`config.mk`:
```
export PLATFORM = sky130hd
export DESIGN_NAME = ahb_bridge_arbiter
export DESIGN_NICKNAME = d
export VERILOG_FILES = /design/src/rtl/ahb_bridge_arbiter.sv
export SDC_FILE = /design/constraint.sdc
export NUM_CORES = 1
export LEC_CHECK = 0
export CAP_MARGIN = 20
export CORE_MARGIN = 3
export CORE_UTILIZATION = 20
export DETAILED_ROUTE_END_ITERATION = 12
export GPL_TIMING_DRIVEN = 0
export PLACE_DENSITY = 0.79
export SYNTH_ARGS = -nofsm -noshare
export SYNTH_HDL_FRONTEND = slang
export SYNTH_SLANG_ARGS = --single-unit
```
`constraint.sdc`:
```
create_clock -name Hclk -period 1.8 [get_ports Hclk]
set_clock_uncertainty 0.05 [all_clocks]
set_input_delay 0.36 -clock Hclk [delete_from_list [all_inputs] [get_ports Hclk]]
set_output_delay 0.36 -clock Hclk [all_outputs]
set_load 0.005 [all_outputs]
```
`src/rtl/ahb_bridge_arbiter.sv`:
```
// Round-robin arbiter sharing the AHB-to-APB bridge slave port between
// several AHB masters, with a per-owner transfer cap and handover IDLE.
module ahb_bridge_arbiter #(
    parameter int NUM_MASTERS = 2,
    parameter int MAX_HOLD    = 4
) (
    input  logic                      Hclk,
    input  logic                      Hresetn,
    input  logic [NUM_MASTERS-1:0]    Hbusreq,
    input  logic [2*NUM_MASTERS-1:0]  Htrans_m,
    input  logic [32*NUM_MASTERS-1:0] Haddr_m,
    input  logic [NUM_MASTERS-1:0]    Hwrite_m,
    input  logic [3*NUM_MASTERS-1:0]  Hsize_m,
    input  logic [32*NUM_MASTERS-1:0] Hwdata_m,
    input  logic                      Hreadyout,
    output logic [NUM_MASTERS-1:0]    Hgrant,
    output logic [1:0]                Hmaster,
    output logic [1:0]                Htrans,
    output logic [31:0]               Haddr,
    output logic                      Hwrite,
    output logic [2:0]                Hsize,
    output logic [31:0]               Hwdata,
    output logic                      Hreadyin
);

    localparam int HW = (MAX_HOLD < 2) ? 1 : $clog2(MAX_HOLD + 1);
    localparam logic [HW-1:0] HOLD_MAX = HW'(MAX_HOLD);
    localparam logic [NUM_MASTERS-1:0] GRANT_RST = NUM_MASTERS'(1);
    localparam logic [1:0] IDLE = 2'b00;

    logic [NUM_MASTERS-1:0] hgrant_q, hgrant_d;
    logic [1:0]             addr_owner_q, addr_owner_d;
    logic [1:0]             data_owner_q, data_owner_d;
    logic [HW-1:0]          hold_cnt_q, hold_cnt_d, hold_next;
    logic [1:0]             trans_sel, grant_idx, winner;
    logic                   owner_granted, owner_req, other_req, rearb;

    // Indices beyond NUM_MASTERS fall back to master 0 via the defaults.
    always_comb begin
        trans_sel     = Htrans_m[1:0];
        Haddr         = Haddr_m[31:0];
        Hwrite        = Hwrite_m[0];
        Hsize         = Hsize_m[2:0];
        owner_granted = hgrant_q[0];
        owner_req     = Hbusreq[0];
        Hwdata        = Hwdata_m[31:0];
        for (int i = 0; i < NUM_MASTERS; i++) begin
            if (addr_owner_q == 2'(i)) begin
                trans_sel     = Htrans_m[2*i +: 2];
                Haddr         = Haddr_m[32*i +: 32];
                Hwrite        = Hwrite_m[i];
                Hsize         = Hsize_m[3*i +: 3];
                owner_granted = hgrant_q[i];
                owner_req     = Hbusreq[i];
            end
            if (data_owner_q == 2'(i)) begin
                Hwdata = Hwdata_m[32*i +: 32];
            end
        end
    end

    assign Htrans   = (Hresetn && owner_granted) ? trans_sel : IDLE;
    assign Hgrant   = hgrant_q;
    assign Hmaster  = addr_owner_q;
    assign Hreadyin = Hreadyout;

    always_comb begin
        grant_idx = 2'd0;
        other_req = 1'b0;
        for (int i = 0; i < NUM_MASTERS; i++) begin
            if (hgrant_q[i]) begin
                grant_idx = 2'(i);
            end
            if (addr_owner_q != 2'(i) && Hbusreq[i]) begin
                other_req = 1'b1;
            end
        end
    end

    // Scan from the far end so the nearest requester after the owner wins.
    always_comb begin
        winner = addr_owner_q;
        for (int k = NUM_MASTERS - 1; k >= 1; k--) begin
            for (int i = 0; i < NUM_MASTERS; i++) begin
                if (((int'(addr_owner_q) + k) % NUM_MASTERS) == i
                    && Hbusreq[i]) begin
                    winner = 2'(i);
                end
            end
        end
    end

    // The cap counts the transfer being accepted this edge, so an owner
    // gets exactly MAX_HOLD transfers before the grant moves on.
    always_comb begin
        hold_next = hold_cnt_q;
        if (Htrans[1] && hold_cnt_q != HOLD_MAX) begin
            hold_next = hold_cnt_q + HW'(1);
        end
        rearb = !owner_req || (hold_next == HOLD_MAX && other_req);
    end

    always_comb begin
        hgrant_d     = hgrant_q;
        addr_owner_d = addr_owner_q;
        data_owner_d = data_owner_q;
        hold_cnt_d   = hold_cnt_q;
        if (Hreadyout) begin
            if (rearb) begin
                hgrant_d = '0;
                for (int i = 0; i < NUM_MASTERS; i++) begin
                    if (winner == 2'(i)) begin
                        hgrant_d[i] = 1'b1;
                    end
                end
            end
            addr_owner_d = grant_idx;
            data_owner_d = addr_owner_q;
            hold_cnt_d   = (grant_idx != addr_owner_q) ? '0 : hold_next;
        end
    end

    always_ff @(posedge Hclk or negedge Hresetn) begin
        if (!Hresetn) begin
            hgrant_q     <= GRANT_RST;
            addr_owner_q <= 2'd0;
            data_owner_q <= 2'd0;
            hold_cnt_q   <= '0;
        end else begin
            hgrant_q     <= hgrant_d;
            addr_owner_q <= addr_owner_d;
            data_owner_q <= data_owner_d;
            hold_cnt_q   <= hold_cnt_d;
        end
    end

endmodule

```
# Word-level counts from Yosys, hierarchy flattened
# Index checks and enable logic that the tools add are counted.
word_totals:
  inputBits: 145
  reg_bits: 7
  wordCells: 45
  output_inout_bits: 75
op_classes:
  muxes: 17
  eq_ne: 8
  n_addsub: 2
  n_reduce_logical: 13
  n_bitwise: 1
ops:
  columns: ["cell", "n"]
  rows:
  - ["32-bit 2-to-1 mux", 2]
  - ["32-bit zero test", 1]
  - ["1-bit 2-to-1 mux", 9]
  - ["3-bit 2-to-1 mux", 3]
  - ["1-bit logical AND", 7]
  - ["2-bit 2-to-1 mux", 3]
  - ["3-bit by 1-bit adder with 3-bit output, second input constant", 1]
  - ["3-bit == test, second input constant", 1]
  - ["3-bit != test, second input constant", 1]
  - ["1-bit == test, second input constant", 2]
  - ["2-bit by 1-bit == test with 1-bit output, second input constant", 1]
  - ["2-bit == test, second input constant", 1]
  - ["2-bit zero test", 1]
  - ["2-bit AND reduction", 1]
  - ["2-bit nonzero test", 1]
  - ["1-bit adder, second input constant", 1]
  - ["1-bit AND, first input constant", 1]
  - ["1-bit zero test", 1]
  - ["1-bit logical OR", 1]
  - ["1-bit != test", 1]
  - ["1-bit != test, second input constant", 1]

# Logic depth before layout (Yosys ltp)
logic_depth:
  depth_word: 10
  ltp_mapped: 7

# Least setup slack after synthesis
# Ideal clock, no wire load.
synth_path:
  path_kind: "flip-flop to flip-flop"
  from: "reg addr_owner_q[0], in the netlist Hmaster[0]"
  to: "reg hgrant_q[1], in the netlist Hgrant[1]"
  required_time_ns: 1.622
  setup_ns: 0.128
  slack_ns: -0.057
  stages_incl_launch_ff: 7
  arrival_ns: 1.680
  cell_sequence: "dfrtp_1 > buf_6 > nand3b_4 > a21oi_1 > a21oi_1 > o31ai_4 > mux2_1"
synth_via:
  elab_chain_cells: 10
  elab_cells_between_ends: 29
synth_rtl:
  columns: ["item", "line_no", "text"]
  rows:
  - ["start: declaration", "32", "logic [1:0] addr_owner_q, addr_owner_d;"]
  - ["start signal: assignment", "131", "addr_owner_q <= addr_owner_d;"]
  - ["1-bit == test *", "48", "if (addr_owner_q == 2'(i)) begin"]
  - ["1-bit 2-to-1 mux", "48", null]
  - ["1-bit logical AND", "62", "assign Htrans = (Hresetn && owner_granted) ? trans_sel : IDLE;"]
  - ["2-bit 2-to-1 mux *", "62", null]
  - ["via Htrans[1]", "18", "output logic [1:0] Htrans,"]
  - ["1-bit logical AND *", "97", "if (Htrans[1] && hold_cnt_q != HOLD_MAX) begin"]
  - ["3-bit 2-to-1 mux *", "97", null]
  - ["3-bit == test *", "100", "rearb = !owner_req || (hold_next == HOLD_MAX && other_req);"]
  - ["1-bit logical AND *", "100", null]
  - ["1-bit logical OR *", "100", null]
  - ["2-bit AND reduction (no source line) *", null, null]
  - ["end signal: assignment", "130", "hgrant_q <= hgrant_d;"]
  - ["end: declaration", "31", "logic [NUM_MASTERS-1:0] hgrant_q, hgrant_d;"]
# The timed path passes the listed nets; every way through them passes the cells marked *.
# A chain may end at the register's enable or synchronous reset.

# Final worst setup path
layout_path:
  from: "reg addr_owner_q[0], in the netlist Hmaster[0]"
  to: "reg hgrant_q[1], in the netlist Hgrant[1]"
layout_via:
  elab_chain_cells: 10
  elab_cells_between_ends: 29
layout_rtl:
  columns: ["item"]
  rows:
  - ["parallel branches: the longest is 10 deep, another holds 1-bit adder"]
# Several ways; the timed one is not identified.

==> reports/qor.csv <==
metric;value;unit
synth_top_family_by_area;multiplexers;
finalHoldViolCount;0;
synth-xor-area-share;0.668;%
grt_overflow;0;
cts_tree;built;
rsz0062_at_grt;true;
grt_pass1_vias;2368;
slew_violations;0;
finalCriticalPeriod;1.92;ns
numClockSinks;7;
crit_type;reg2reg;
slowest_stage;dfrtp_1;
timing.critical_path.cells;buf_6 > nand3b_4 > a221oi_4 > mux2i_2 > o31ai_4 > mux2_4;
io_pins;220;
final.setup.tns;-2.65;ns
synth_area;1310;um^2
dr.pass1.iters;4;
crit_path_end_kind;register;
crit_fanout;6;
layout_setup_ws;-0.118;ns
track_usage;21.2;%
antenna_found_initial;0;
fmax;522;MHz
viasPerCell;4.52;
die_y;87.0;um
ant_nets;0;
synthAdderAreaFrac;1.91;%
numCtsBuffers;3;
n_antenna_cell;0;
synthToLayoutAreaGrowth;232;%
yosys.area_share.simple;6.39;%
htree_levels;1;
maxCapViolCount;0;
dp.final_hpwl;6510;um
vdd_drop_max;0.745;mV
powerDensity;1170;nW/um^2
drive_gt1_share;50.8;%
grt_pass1_wl;12400;um
dieWidth;87.0;um
routed_wl;8720;um
fillers;439;
remaining_drc_errors;0;
vias;2095;
drt-initial-drc-count;27;
synth_fp_nets;276;
setup_viol;57;
dieArea;7560;um^2
ys_seq_elements;7;
core;6130;um^2
clockRootBuffer;clkbuf_8;
critical_path.startpoint_type;register;
path_clk_slew;0.04;ns
hold_slack;0.0109;ns
post_synth_num_cell_types;25;
hp-class;in2async;
cp.arrival;1.98;ns
netlist_instances;129;
row_count;28;
synth_mux_area_share;63.3;%
syn_avg_cell_area;10.2;um^2
cp.required;1.86;ns
final_util;71.0;%
cts_hold_buf;0;
synth_compound_area_share;7.73;%
start_util;21.4;%
violations;setup timing;
crit_family;multiplexers;
clk_path_buf_depth;2;
gp_congestion;0.803;
outcome;finished, violations left;
final_nets;536;
grt_max_degree;10;
leakage;2.02;nW
period_share;107;%
yosys_warnings;0;
max_stage_delay;0.38;ns
io_buffers;217;
worstSkewPairLatency;0.23;ns
cp_num_buf_inv;1;
wire_per_inst;18.8;um
ys_seq_area_share;13.5;%
## registers in the layout, indices dropped and copies added, names as in the netlist
| register | cells |
|---|---|
| Hgrant | 2 |
| hold_cnt_q | 3 |
| Hmaster | 1 |
| data_owner_q | 1 |
## Yosys cell counts
cell type,instances,area share [%]
mux2_2,57,49
mux2_1,14,12
clkbuf_1,9,2.6
dfrtp_1,6,11
inv_1,6,1.7
a21oi_1,5,1.9
nand2_1,4,1.1
mux2i_1,3,2.3
nand3_1,3,1.1
nor2_1,3,0.86
o21ai_1,3,1.1
buf_4,2,1.1
ha_1,2,1.9
a21o_1,1,0.57
a221oi_4,1,2.0
a31oi_1,1,0.48
buf_6,1,0.86
conb_1,1,0.29
dfstp_2,1,2.0
nand3b_1,1,0.57
nand3b_4,1,1.5
nand4_1,1,0.48
nand4b_1,1,0.67
o31ai_4,1,1.6
xnor2_1,1,0.67
## worst paths after layout
| check | from | end | cells after the start | slack, ns |
|---|---|---|---|---|
| setup / recovery | Hmaster[0]$_DFFE_PN0P_ | Hgrant[1]$_DFFE_PN0P_ | 6 | -0.12 |
| hold / removal | Hresetn | Hmaster[0]$_DFFE_PN0P_ | 1 | 0.01 |
| setup reg to reg | Hmaster[0]$_DFFE_PN0P_ | Hgrant[1]$_DFFE_PN0P_ | 6 | -0.12 |
| hold reg to reg | Hgrant[0]$_DFFE_PN1P_ | Hgrant[0]$_DFFE_PN1P_ | 2 | 0.46 |
| max in group asynchronous | Hresetn | Hgrant[0]$_DFFE_PN1P_ | 1 | 1.45 |
| min in group Hclk | Hgrant[0]$_DFFE_PN1P_ | Hgrant[0]$_DFFE_PN1P_ | 2 | 0.46 |
## per-stage QoR
step	instance area (um^2)	power, mW	setup WS [ns]	std cells
finish	4350	5.09	-0.118	463
detailed placement	3580	3.16	-0.648	421
CTS	4120	4.59	-0.114	462
global route	4350	5.37	-0.183	463
floorplan	1320	1.61	-0.0443	129
global placement	3580	3.13	-0.612	421
## final cells by class
cell class	instances	area [um^2]	area share (%)
timing repair buffer	256	2570	59.1
inverter	6	22.5	0.517
sequential	7	178	4.08
tap	75	93.8	2.16
multi-input combinational	104	1270	29.1
buffer	11	175	4.02
clock buffer	4	45.0	1.03
## cells in the final DEF, fill, tap and decap left out, types with 2 or more instances in the layout
cell,instances
clkbuf_2,2
inv_1,6
clkbuf_16,4
o21ai_1,3
clkbuf_8,4
dfrtp_1,5
nand2_1,4
mux2_1,5
mux2_2,14
dlygate4sd2_1,2
buf_4,11
ha_1,2
buf_6,73
a21oi_1,4
nor2_1,3
clkbuf_1,2
buf_2,18
mux2i_1,2
clkdlybuf4s50_1,144
mux2_4,52
nand3_1,2
buf_8,9
## power by group
part / internal [mW] / switching, mW
Combinational: 3.09 / 1.46
Sequential: 0.229 / 0.0777
Clock: 0.153 / 0.0713
Total: 3.47 / 1.61
## worst register-to-register path, stage by stage (launching register included)
cell and delay, ns:
dfrtp_1 0.38, buf_6 0.14, nand3b_4 0.18, a221oi_4 0.33, mux2i_2 0.33, o31ai_4 0.09
mux2_4 0.30
## repair_timing
item	CTS	global route
pin swaps	4	3
resized for setup	393	57
endpoints found under the setup margin	72	66
cloned	5	0
buffers inserted	34	1
## kinds of logic after synthesis
family / after synthesis
flops: 7
xor+xnor: 1
buf+inv: 18
other cells: 1
compound gates: 12
mux: 74
simple gates: 14
fa+ha+maj: 2
## metal layers
layer  up-vias  share of wire, %  routed length, um  track usage (%)
li1        986                 -                  -                -
met1       979                30               2640             18.7
met2       113                57               5000             44.3
met3        17                10                872             6.53
met4         0               2.3                203             6.52
met5         -                 0                  0                0
Note: power is estimated with default switching activity, not from simulation.
==> edit 1 (same settings) <==
Make the reset (`Hresetn`) synchronous in one clocked block.
--- a/src/rtl/ahb_bridge_arbiter.sv
+++ b/src/rtl/ahb_bridge_arbiter.sv
@@ -122,3 +122,3 @@
 
-    always_ff @(posedge Hclk or negedge Hresetn) begin
+    always_ff @(posedge Hclk) begin
         if (!Hresetn) begin
Behaviour: differs if Hresetn is asserted again (counterexample within 4 cycles, from zero or initial values and one cycle with Hresetn low); with Hresetn held inactive, the same outputs for 10 cycles.
==> edit 1 against the original RTL <==
- sequential share of layout area fell by 0.53 points
- synthesized area rose by 2.9%
- wire length fell by 6.9%
- design area fell by 3.8%
- setup slack improved by 0.072 ns
- the flow still finishes with violations (setup timing)
- sequential cell count did not move
Power is left out: it rests on default switching activity, and per cell area and clock period it moved more than threefold.
==> edit 1: results (changes against the original RTL) <==
- H-Tree Depth: 1 (unchanged)
- Total Routing Usage GR: 19.24% (was 21.24%)
- Worst-path clk slew: 0.04 ns (about the same)
- WL met1: 2637 um (was 2644 um)
- Status: complete, but fails checks (unchanged)
- Post-cts resize count: 310 (was 393)
- Data arrival, critical path: 1.91 ns (was 1.98 ns)
- Mapped Nets: 282 (was 276)
- Root buffer cell: clkbuf_8 (unchanged)
- Synth warn: 0 (unchanged)
- Post-synthesis sequential area ratio: 10.39% (was 13.45%)
- Placed Instances: 429 (was 421)
- Post-CTS Setup Bufs: 26 (was 34)
- Initial DRC Count: 28 (was 27)
- Placed wire-length estimate: 6395 um (was 6508 um)
- Top cells by area, synth: mux2_2 57%, dfxtp_1 10%, mux2i_1 3.7% (was mux2_2 49%, mux2_1 12%, dfrtp_1 11%)
- Global-route track usage on met1: 18.85% (was 18.73%)
- Top reg by flops: hold_cnt_q (unchanged)
- Synth Area in Adders: 1.855% (was 1.908%)
- PortBufs: 217 (unchanged)
- Met2 GRT Util: 38.97% (was 44.31%)
- Fraction of registers with async set or reset after synthesis: 0% (was 100.0%)
- Max reg flops: 3 (unchanged)
- Xor/xnor share of the synthesized area: 0.6494% (was 0.6679%)
- N_diodes: 0 (unchanged)
- First-pass GRT wire length: 11,510 um (was 12,420 um)
- Post-synth cell types: 31 (was 25)
- Syn Inst Count: 135 (was 129)
- Wire length on met2: 4570 um (was 5003 um)
- Compound-Gate Fraction of Synth Area: 7.050% (was 7.729%)
- Hold crit path type: reg2reg (was in2async)
- Num CTS Buffers: 3 (unchanged)
- Vias/cell: 4.452 (was 4.525)
- Number of global-route vias before repair: 2,291 (was 2,368)
- Final worst setup slack: -0.04516 ns (was -0.1175 ns)
- Routability cong.: 0.8815 (was 0.8029)
- Fin cells: 465 (was 463)
- Largest delay share family, worst path: compound AO/OA/AOI/OAI gates (was multiplexers)
- Setup violations, final: 8 (was 57)
- Max layer used: met4 (unchanged)
- Drt first pass iters: 4 (unchanged)
- Largest net degree at the start of global routing: 11 (was 10)
- Wire per inst: 17.46 um (was 18.84 um)
- Area grow syn2layout: 210.6% (was 232.1%)
- Multiplexer area fraction after synthesis: 61.60% (was 63.26%)
- Failing checks: setup timing (unchanged)
- Filler cell count: 545 (was 439)
- Layout cell share with drive strength beyond 1: 48.45% (was 50.77%)
- WL met3: 786 um (was 872 um)
- Global-route met3 utilization: 5.644% (was 6.528%)
- Cell at the slowest stage of the critical path: dfxtp_4 (was dfrtp_1)
- Synth top cells by count: 68 x mux2_2, 9 x nand2_1, 7 x clkbuf_1, 7 x dfxtp_1, 5 x mux2i_1 (was 57 x mux2_2, 14 x mux2_1, 9 x clkbuf_1, 6 x dfrtp_1, 6 x inv_1)
- Cell Area, Placed: 3617 um^2 (was 3585 um^2)
- Synth Flop Type: dfxtp_1 (was dfrtp_1)
edit 1: logic make-up after synthesis:
family,Yosys count
xor+xnor,1
simple gates,23
buf+inv,16
flops,7
other cells,1
fa+ha+maj,2
compound gates,11
mux,74
edit 1: final timing paths:
kind | startpoint | end
min | hold_cnt_q[0] | hold_cnt_q[0]
max | Hmaster[0] | Hgrant[0]
max reg2reg | Hmaster[0] | Hgrant[0]
min reg2reg | hold_cnt_q[0] | hold_cnt_q[0]
edit 1: per-stage QoR:
stage	worst slack [ns]	hold WS (ns)	TNS, ns
5_1_grt	-0.1326	0.4722	-1.031
6_report	-0.04516	0.4496	-0.2503
2_1_floorplan	0.004282	0.4207	0
3_3_place_gp	-0.5491	0.4354	-30.16
4_1_cts	-0.09245	0.4611	-0.8688
3_5_place_dp	-0.6004	0.4553	-31.96
edit 1: final cells by class:
cell class              count  area share (%)
inverters                   3          0.2688
multi-input cells         112           30.29
clock buffers               4           1.075
flip-flops and latches      7           3.554
plain buffers               9           3.226
well taps                  77           2.300
repair buffers            253           59.29
==> edit 2 (config.mk and constraints unchanged) <==
Without the edit above. The parameter `MAX_HOLD` goes from 4 to 8.
--- a/src/rtl/ahb_bridge_arbiter.sv
+++ b/src/rtl/ahb_bridge_arbiter.sv
@@ -4,3 +4,3 @@
     parameter int NUM_MASTERS = 2,
-    parameter int MAX_HOLD    = 4
+    parameter int MAX_HOLD    = 8
 ) (
Check against the original RTL: not equivalent (a bounded check fails within 10 cycles, from zero or initial values and one cycle with Hresetn low).
==> edit 2 against the original RTL <==
- the flow still finishes with violations (setup timing)
- setup slack worse by 0.060 ns
- critical path depth unchanged
- wire length down 12%
- design area is 7.9% lower
- total power down 17%
- fmax decreased by 3.0%
- synthesized area increased by 5.2%
- global-route usage shrank 3.8 points
- sequential cell count grew 1
- largest power group unchanged
==> edit 2: results (changes against the original RTL) <==
- Status: complete, but fails checks (unchanged)
- Failing checks: setup timing (unchanged)
- Max rail drop VDD: 0.5458 mV (was 0.7454 mV)
- Mapped Nets: 283 (was 276)
- Num CTS Buffers: 3 (unchanged)
- Final nets: 539 (was 536)
- Vias/cell: 4.404 (was 4.525)
- Post-Place Setup Slack: -0.8506 ns (was -0.6485 ns)
- Final worst setup slack: -0.1778 ns (was -0.1175 ns)
- N_diodes: 0 (unchanged)
- Largest delay share family, worst path: buffers and inverters (was multiplexers)
- Drt first pass iters: 2 (was 4)
- Post-route setup TNS: -4.535 ns (was -2.654 ns)
- Top cells by area, synth: mux2_2 58%, dfrtp_1 13%, mux2i_1 2.2% (was mux2_2 49%, mux2_1 12%, dfrtp_1 11%)
- Global-route track usage on met1: 17.80% (was 18.73%)
- Lkg Pwr: 1.790 nW (was 2.020 nW)
- Initial antenna violation count: 0 (unchanged)
- Hold crit path type: in2async (unchanged)
- Cell at the slowest stage of the critical path: dfrtp_1 (unchanged)
- CP Class: reg2out (was reg2reg)
- Post-synth cell types: 29 (was 25)
- Compound-Gate Fraction of Synth Area: 6.624% (was 7.729%)
- Post-CTS Setup Bufs: 29 (was 34)
- Max reg flops: 4 (was 3)
- Synth top cells by count: 71 x mux2_2, 8 x clkbuf_1, 7 x dfrtp_1, 6 x inv_1, 6 x nand2_1 (was 57 x mux2_2, 14 x mux2_1, 9 x clkbuf_1, 6 x dfrtp_1, 6 x inv_1)
- Routability cong.: 0.8471 (was 0.8029)
- Met2 GRT Util: 34.95% (was 44.31%)
- PortBufs: 218 (was 217)
- First-pass GRT wire length: 10,810 um (was 12,420 um)
- Post-synthesis sequential area ratio: 14.61% (was 13.45%)
- Data arrival, critical path: 1.57 ns (was 1.98 ns)
- Setup violations, final: 45 (was 57)
- Wire per inst: 16.42 um (was 18.84 um)
- Avg Cell Area, Syn: 10.14 um^2 (was 10.16 um^2)
- Post-cts resize count: 307 (was 393)
- Cell Area, Placed: 3664 um^2 (was 3585 um^2)
- Layout cell share with drive strength beyond 1: 51.41% (was 50.77%)
- Worst hold slack: 0.05049 ns (was 0.01095 ns)
- Largest net degree at the start of global routing: 12 (was 10)
- Initial DRC Count: 39 (was 27)
- Placed wire-length estimate: 6078 um (was 6508 um)
- Global-route met3 utilization: 4.977% (was 6.528%)
- Synth Area in Adders: 1.815% (was 1.908%)
- Multiplexer area fraction after synthesis: 61.25% (was 63.26%)
- Via count: 2,061 (was 2,095)
- Xor/xnor share of the synthesized area: 1.270% (was 0.6679%)
- Placed Instances: 431 (was 421)
## edit 2: area by class of cell
type	instances	area, um^2
Tap cell	77	96.34
Fill cell	571	2520
Multi-Input combinational cell	111	1159
Buffer	8	130.1
Clock buffer	4	45.04
Sequential cell	8	203.9
Inverter	6	22.52
Timing Repair Buffer	254	2355
## edit 2: worst paths after layout
check                                end  cells after the start
max in group asynchronous      Hgrant[0]                      1
max reg2reg                    Hgrant[0]                      8
min reg2reg                hold_cnt_q[1]                      1
min                        hold_cnt_q[2]                      1
max                            Haddr[10]                      6
min in group Hclk          hold_cnt_q[1]                      1
## edit 2: power breakdown
group	internal [mW]	total, mW	switching (mW)
sequential	0.246	0.319	0.0733
clock	0.155	0.237	0.0821
combinational	2.47	3.66	1.19
## edit 2: per-layer routing
layer | vias to the layer above | wire length (um)
li1 | 1011 | -
met1 | 926 | 2441
met2 | 118 | 4374
met3 | 6 | 804
met4 | 0 | 62
met5 | - | 0
